<file path="src/rtl/octal_to_binary_encoder.sv">
`default_nettype none
// ============================================================================
// octal_to_binary_encoder : registered 8-to-3 encoder with idle/multi-hot flags
// Rev 1.0 - initial release
// ============================================================================
module octal_to_binary_encoder #(
  parameter int HIGH_PRIORITY = 1
) (
  input  logic       clk,
  input  logic       rst,
  input  logic [7:0] in,
  output logic [2:0] out,
  output logic       valid,
  output logic       error
);

  logic [2:0] idx_next;
  logic       any_next;
  logic       multi_next;

  // Clearing the lowest set bit leaves something only when two or more were set.
  always_comb begin
    any_next   = |in;
    multi_next = |(in & (in - 8'd1));
  end

  generate
    if (HIGH_PRIORITY != 0) begin : g_high
      always_comb begin
        idx_next = 3'd0;
        for (int k = 0; k < 8; k++) begin
          if (in[k]) idx_next = 3'(k);
        end
      end
    end else begin : g_low
      always_comb begin
        idx_next = 3'd0;
        for (int k = 7; k >= 0; k--) begin
          if (in[k]) idx_next = 3'(k);
        end
      end
    end
  endgenerate

  always_ff @(posedge clk) begin
    if (rst) begin
      out   <= 3'd0;
      valid <= 1'b0;
      error <= 1'b0;
    end else begin
      out   <= idx_next;
      valid <= any_next;
      error <= multi_next;
    end
  end

endmodule
`default_nettype wire

</file>
<file path="config.mk">
export PLATFORM = sky130hd
export DESIGN_NAME = octal_to_binary_encoder
export DESIGN_NICKNAME = d
export VERILOG_FILES = /design/src/rtl/octal_to_binary_encoder.sv
export SDC_FILE = /design/constraint.sdc
export NUM_CORES = 1
export LEC_CHECK = 0
export CAP_MARGIN = 10
export CORE_AREA = 2 2 39 41
export CTS_BUF_LIST = sky130_fd_sc_hd__clkbuf_8
export CTS_CLUSTER_DIAMETER = 100
export DETAILED_ROUTE_END_ITERATION = 10
export DIE_AREA = 0 0 41 43
export GPL_TIMING_DRIVEN = 0
export PLACE_DENSITY = 0.46
export SLEW_MARGIN = 15
export SYNTH_ARGS = -nofsm -noshare
export SYNTH_HDL_FRONTEND = slang
export SYNTH_SLANG_ARGS = --single-unit
</file>
<file path="constraint.sdc">
create_clock -name clk -period 0.9 [get_ports clk]
set_input_delay 0.18 -clock clk [delete_from_list [all_inputs] [get_ports clk]]
set_output_delay 0.18 -clock clk [all_outputs]
set_load 0.005 [all_outputs]
</file>
==> flow_summary.json, run 1 <==
{
  "synth.avg_cell_area_um2": 8.959,
  "syn_inst": 25,
  "synth_compound_area_share_pct": 34.64,
  "drive_gt1_share_pct": 41.86,
  "clockBufferDepth": 2,
  "yosys_warnings": 0,
  "slew_headroom_pct": 77.97,
  "clk_pin_slew_worst_paths_ns": 0.03,
  "ys_types": 14,
  "yosysTopAreaCellShare_pct": 44.69,
  "numCtsBuffers": 3,
  "cts.htree.levels": 1,
  "wl_um": 577,
  "remaining_drc_errors": 0,
  "drt_iter0_drc": 3,
  "synth-simple-area-share_pct": 12.29,
  "hold_class": "input port to register",
  "pwr-share-clk_pct": 52.4,
  "violations": "negative setup slack",
  "synthToLayoutAreaGrowth_pct": 92.74,
  "row_count": 14,
  "dp_cells": 55,
  "numPortBuffers": 14,
  "fin_setup_tns_ns": -0.01159,
  "place_hpwl_um": 408.8,
  "critPathKind": "input port to register",
  "antenna_found_initial": 0,
  "grt_max_degree": 6,
  "tightest_slew_ns": 0.3280,
  "post_cts_buffers": 0,
  "nFillCells": 147,
  "peakVddDrop_mv": 0.3825,
  "root_buffer": "clkbuf_8",
  "period_minus_slack_ns": 0.9116,
  "nets": 54,
  "post_drt_wl_per_cell_um": 9.780,
  "synth_fa_ha_area_share_pct": 5.028,
  "gp_congestion": 0.7599,
  "synth_top_family_by_area": "compound AO/OA/AOI/OAI gates",
  "power_switching_uw": 158.1,
  "core_um2": 1384,
  "cts_tree": "yes",
  "required_ns": 0.99,
  "drt-pass1-iter-count": 3,
  "maxCapViolations": 0,
  "intPower_uw": 587.2,
  "endpoint_kind": "register",
  "instances_no_fill": 59,
  "synth_xor_xnor_area_share_pct": 0,
  "dieArea_um2": 1763,
  "worst_setup_path_start_kind": "input port",
  "antenna_cells": 0,
  "muxShareOfSynthArea_pct": 0,
  "ys_seq_area_share_pct": 44.69,
  "synth_area_leaders": "dfxtp_1, a21oi_1, a2111o_1",
  "grt_pass1_vias": 246,
  "endpoint": "error",
  "final_cell_mix": "a21oi_1, dfxtp_1, clkbuf_2",
  "fmax_ghz": 1.097,
  "ys_ff_latch": 5,
  "p_seq_share_pct": 32.3,
  "postRouteAntennaNets": 0,
  "fin_crit_sh_pct": 101.3,
  "io_pins": 15,
  "postCtsHoldBufs": 0,
  "grt_use_total_pct": 7.731,
  "die_h_um": 43,
  "initial_core_util_pct": 16.18,
  "final_util_pct": 31.19,
  "worstPathMaxFanout": 4,
  "setup_viol_count_final": 1,
  "synth_largest_area_cell": "dfxtp_1",
  "dieWidth_um": 41,
  "worstPathArrival_ns": 1.00,
  "syn_area_um2": 224.0,
  "numClockSinks": 5,
  "vias": 250,
  "comb_power_share_pct": 15.3,
  "hold_violations": 0,
  "status": "complete, but fails checks",
  "overflow": 0,
  "cellPowerDensity_nw_per_um2": 1727,
  "rsz0062_at_grt": "yes",
  "timing.final.ws_setup_ns": -0.01159,
  "slew_viol_final": 0,
  "startpoint": "in[5]",
  "grt_pass1_wl_um": 917,
  "vias_per_cell": 4.237,
  "synthesis.nets": 35,
  "p_leak_nw": 0.1902,
  "p_sw_share_pct": 21.21,
  "total_power_uw": 745.3,
  "place_ws_ns": -0.5458
}
## cell usage after synthesis
cell type  n
a21oi_1    5
dfxtp_1    5
inv_1      2
nor2_1     2
o21ai_0    2
a2111o_1   1
a21o_1     1
a221oi_1   1
maj3_2     1
nand2b_1   1
nor3_1     1
nor4b_1    1
o21bai_1   1
o31ai_1    1
## sequential cells by signal (all words and copies together), names as in the netlist
register / count
out: 3
error: 1
valid: 1
## kinds of logic (layout without fill, tap and decap cells)
family,Yosys count,count (layout)
AO/OA/AOI/OAI,12,12
flip-flops,5,5
AND/OR/NAND/NOR,5,5
buffers and inverters,2,20
adder cells (fa/ha/maj),1,1
## stage by stage
stage | area, um2 | hold WS (ns)
after floorplan | 224.0 | 0.2491
after detailed placement | 384.1 | 0.8300
after global placement | 384.1 | 0.8321
after CTS | 436.7 | 0.3147
after global routing | 431.7 | 0.3977
final | 431.7 | 0.3551
## final cells by class
class | instances | area (um2) | area share [%]
clock buffers | 3 | 41.29 | 9.565
repair buffers | 14 | 105.1 | 24.35
inverters | 2 | 7.507 | 1.739
multi-input cells | 18 | 153.9 | 35.65
well taps | 16 | 20.02 | 4.638
flip-flops and latches | 5 | 100.1 | 23.19
clock inverters | 1 | 3.754 | 0.8696
## power by group through the flow
| stage | Sequential, mW | Clock (mW) | Combinational [mW] |
|---|---|---|---|
| 3_3_place_gp | 0.244 | 0 | 0.120 |
| 5_1_grt | 0.242 | 0.417 | 0.129 |
| 2_1_floorplan | 0.246 | 0 | 0.0304 |
| 3_5_place_dp | 0.244 | 0 | 0.120 |
| 6_report | 0.241 | 0.390 | 0.114 |
| 4_1_cts | 0.241 | 0.405 | 0.108 |
## worst max-delay path: stages
cell,delay (ns)
clkdlybuf4s15_2,0.21
maj3_2,0.33
o31ai_4,0.18
a221oi_2,0.09
## worst min-delay path by stage
| stage | slack [ns] | to | cells past startpoint | start |
|---|---|---|---|---|
| global placement | 0.83 | out[1] | 2 | rst |
| global route | 0.40 | valid | 3 | in[2] |
| floorplan | 0.25 | out[0] | 1 | rst |
| CTS | 0.31 | valid | 3 | in[2] |
| finish | 0.36 | valid | 3 | in[2] |
| detailed placement | 0.83 | out[0] | 3 | in[7] |
## what timing repair did
action	in CTS	in global routing
pin swaps	2	2
endpoints found under the hold margin	0	0
gates resized for setup	31	11
setup endpoints to repair	9	7
## per-layer routing
layer / global-route usage, % / vias to the layer above / share of wire [%] / wire length (um)
met1: 9.325 / 109 / 42 / 242
met4: 8.000 / 0 / 0 / 0
li1: - / 130 / - / -
met5: 0 / - / 0 / 0
met3: 0.5236 / 0 / 8.7 / 50
met2: 10.94 / 11 / 49 / 284
No activity file was read; power rests on OpenSTA's default activity.
==> run 2, diff against run 1 <==
--- a/config.mk
+++ b/config.mk
@@ -12,7 +12,6 @@
 export DETAILED_ROUTE_END_ITERATION = 10
 export DIE_AREA = 0 0 41 43
 export GPL_TIMING_DRIVEN = 0
-export PLACE_DENSITY = 0.46
 export SLEW_MARGIN = 15
 export SYNTH_ARGS = -nofsm -noshare
 export SYNTH_HDL_FRONTEND = slang
==> flow_summary.json, run 2 (same netlist as run 1, synthesis figures left out) <==
{
  "io_pins": 15,
  "nets": 54,
  "timing.hold.ws_ns": 0.2979,
  "critPathKind": "input port to register",
  "gp_congestion": 0.7855,
  "slew_headroom_pct": 77.28,
  "numClockSinks": 5,
  "intPower_uw": 582.8,
  "grt_pass1_wl_um": 931,
  "remaining_drc_errors": 0,
  "required_ns": 0.99,
  "drt-pass1-iter-count": 4,
  "worstPathMaxFanout": 5,
  "grt_use_total_pct": 8.333,
  "wl_um": 603,
  "hold_class": "input port to register",
  "overflow": 0,
  "row_count": 14,
  "place_hpwl_um": 413.1,
  "p_leak_nw": 0.1875,
  "peakVddDrop_mv": 0.4114,
  "nFillCells": 154,
  "dieArea_um2": 1763,
  "comb_power_share_pct": 14.8,
  "vias": 253,
  "period_minus_slack_ns": 0.8663,
  "fin_crit_sh_pct": 96.26,
  "fmax_ghz": 1.154,
  "final_cell_mix": "a21oi_1, dfxtp_1, buf_2, clkbuf_2",
  "setup_viol_count_final": 0,
  "antenna_cells": 0,
  "cellPowerDensity_nw_per_um2": 1810,
  "hold_violations": 0,
  "antenna_found_initial": 0,
  "tightest_slew_ns": 0.3381,
  "top_register": "out",
  "numCtsBuffers": 3,
  "pwr-share-clk_pct": 53.0,
  "core_um2": 1384,
  "reg_top3": "out x3, error x1, valid x1",
  "numPortBuffers": 14,
  "slew_viol_final": 0,
  "maxCapViolations": 0,
  "drt_iter0_drc": 3,
  "cts.htree.levels": 1,
  "initial_core_util_pct": 16.18,
  "clockBufferDepth": 2,
  "grt_max_degree": 6,
  "largest_reg_flops": 3,
  "cts_tree": "yes",
  "drive_gt1_share_pct": 41.86,
  "instances_no_fill": 59,
  "p_sw_share_pct": 22.01,
  "dieWidth_um": 41,
  "root_buffer": "clkbuf_8",
  "post_drt_wl_per_cell_um": 10.22,
  "power_switching_uw": 164.5,
  "status": "complete, no violations",
  "postCtsHoldBufs": 0,
  "worst_setup_path_start_kind": "input port",
  "synthToLayoutAreaGrowth_pct": 84.36,
  "postRouteAntennaNets": 0,
  "dp_cells": 55,
  "endpoint_kind": "register",
  "vias_per_cell": 4.288,
  "clk_pin_slew_worst_paths_ns": 0.04,
  "worstPathArrival_ns": 0.95,
  "grt_pass1_vias": 238,
  "die_h_um": 43,
  "p_seq_share_pct": 32.2
}
-- run 2: cell count changes in the layout (fill, tap and decap cells not counted) --
cell | previous run | this run
buf_2 | 2 | 5
clkdlybuf4s15_2 | 3 | 0
-- run 2: repair_timing --
item	4_1_cts	5_1_grt
setup buffers	0	0
endpoints found under the setup margin	9	7
gates cloned	0	0
pin swaps	3	4
gates resized for setup	31	14
-- run 2: worst max-delay path, cell delays in order --
cell      delay [ns]
buf_2           0.15
a2111o_1        0.46
o31ai_4         0.07
a221oi_2        0.09
-- run 2: layout make-up --
cell class	instances	area (um2)	share of cell area, %
clock buffer	3	41.29	10.00
tap	16	20.02	4.848
timing repair buffer	14	86.33	20.91
multi-input combinational	18	153.9	37.27
clock inverter	1	3.754	0.9091
sequential	5	100.1	24.24
inverter	2	7.507	1.818
-- run 2: through the flow --
stage / TNS (ns) / util (%) / power (mW) / setup WS [ns] / instance area, um2
after global placement: -2.052 / 27.76 / 0.3624 / -0.5593 / 384.1
after detailed placement: -2.077 / 27.76 / 0.3639 / -0.5585 / 384.1
after CTS: -0.01541 / 31.56 / 0.7514 / -0.01541 / 436.7
after global routing: -0.09834 / 29.84 / 0.7869 / -0.05652 / 412.9
after floorplan: 0 / - / 0.2769 / 0.01601 / 224.0
final: 0 / 29.84 / 0.7474 / 0.03365 / 412.9
-- run 2: per-layer routing --
metal / wire, um / vias up / GRT usage, %
met4: 10 / 0 / 11.33
met5: 0 / - / 0
met3: 51 / 2 / 1.571
met2: 320 / 13 / 10.00
li1: - / 129 / -
met1: 221 / 109 / 9.968
-- run 2: worst paths after layout --
| check | from | endpoint | slack, ns | depth (start not counted) |
|---|---|---|---|---|
| worst max-delay path | in[3] | error | 0.03 | 4 |
| worst min-delay path | in[5] | out[2] | 0.30 | 3 |
-- run 2: power groups by stage --
stage / registers (mW) / logic [mW] / clock network [mW]
6_report: 0.241 / 0.110 / 0.396
5_1_grt: 0.241 / 0.124 / 0.422
4_1_cts: 0.241 / 0.108 / 0.402
3_5_place_dp: 0.244 / 0.120 / 0
3_3_place_gp: 0.244 / 0.119 / 0
2_1_floorplan: 0.246 / 0.0304 / 0
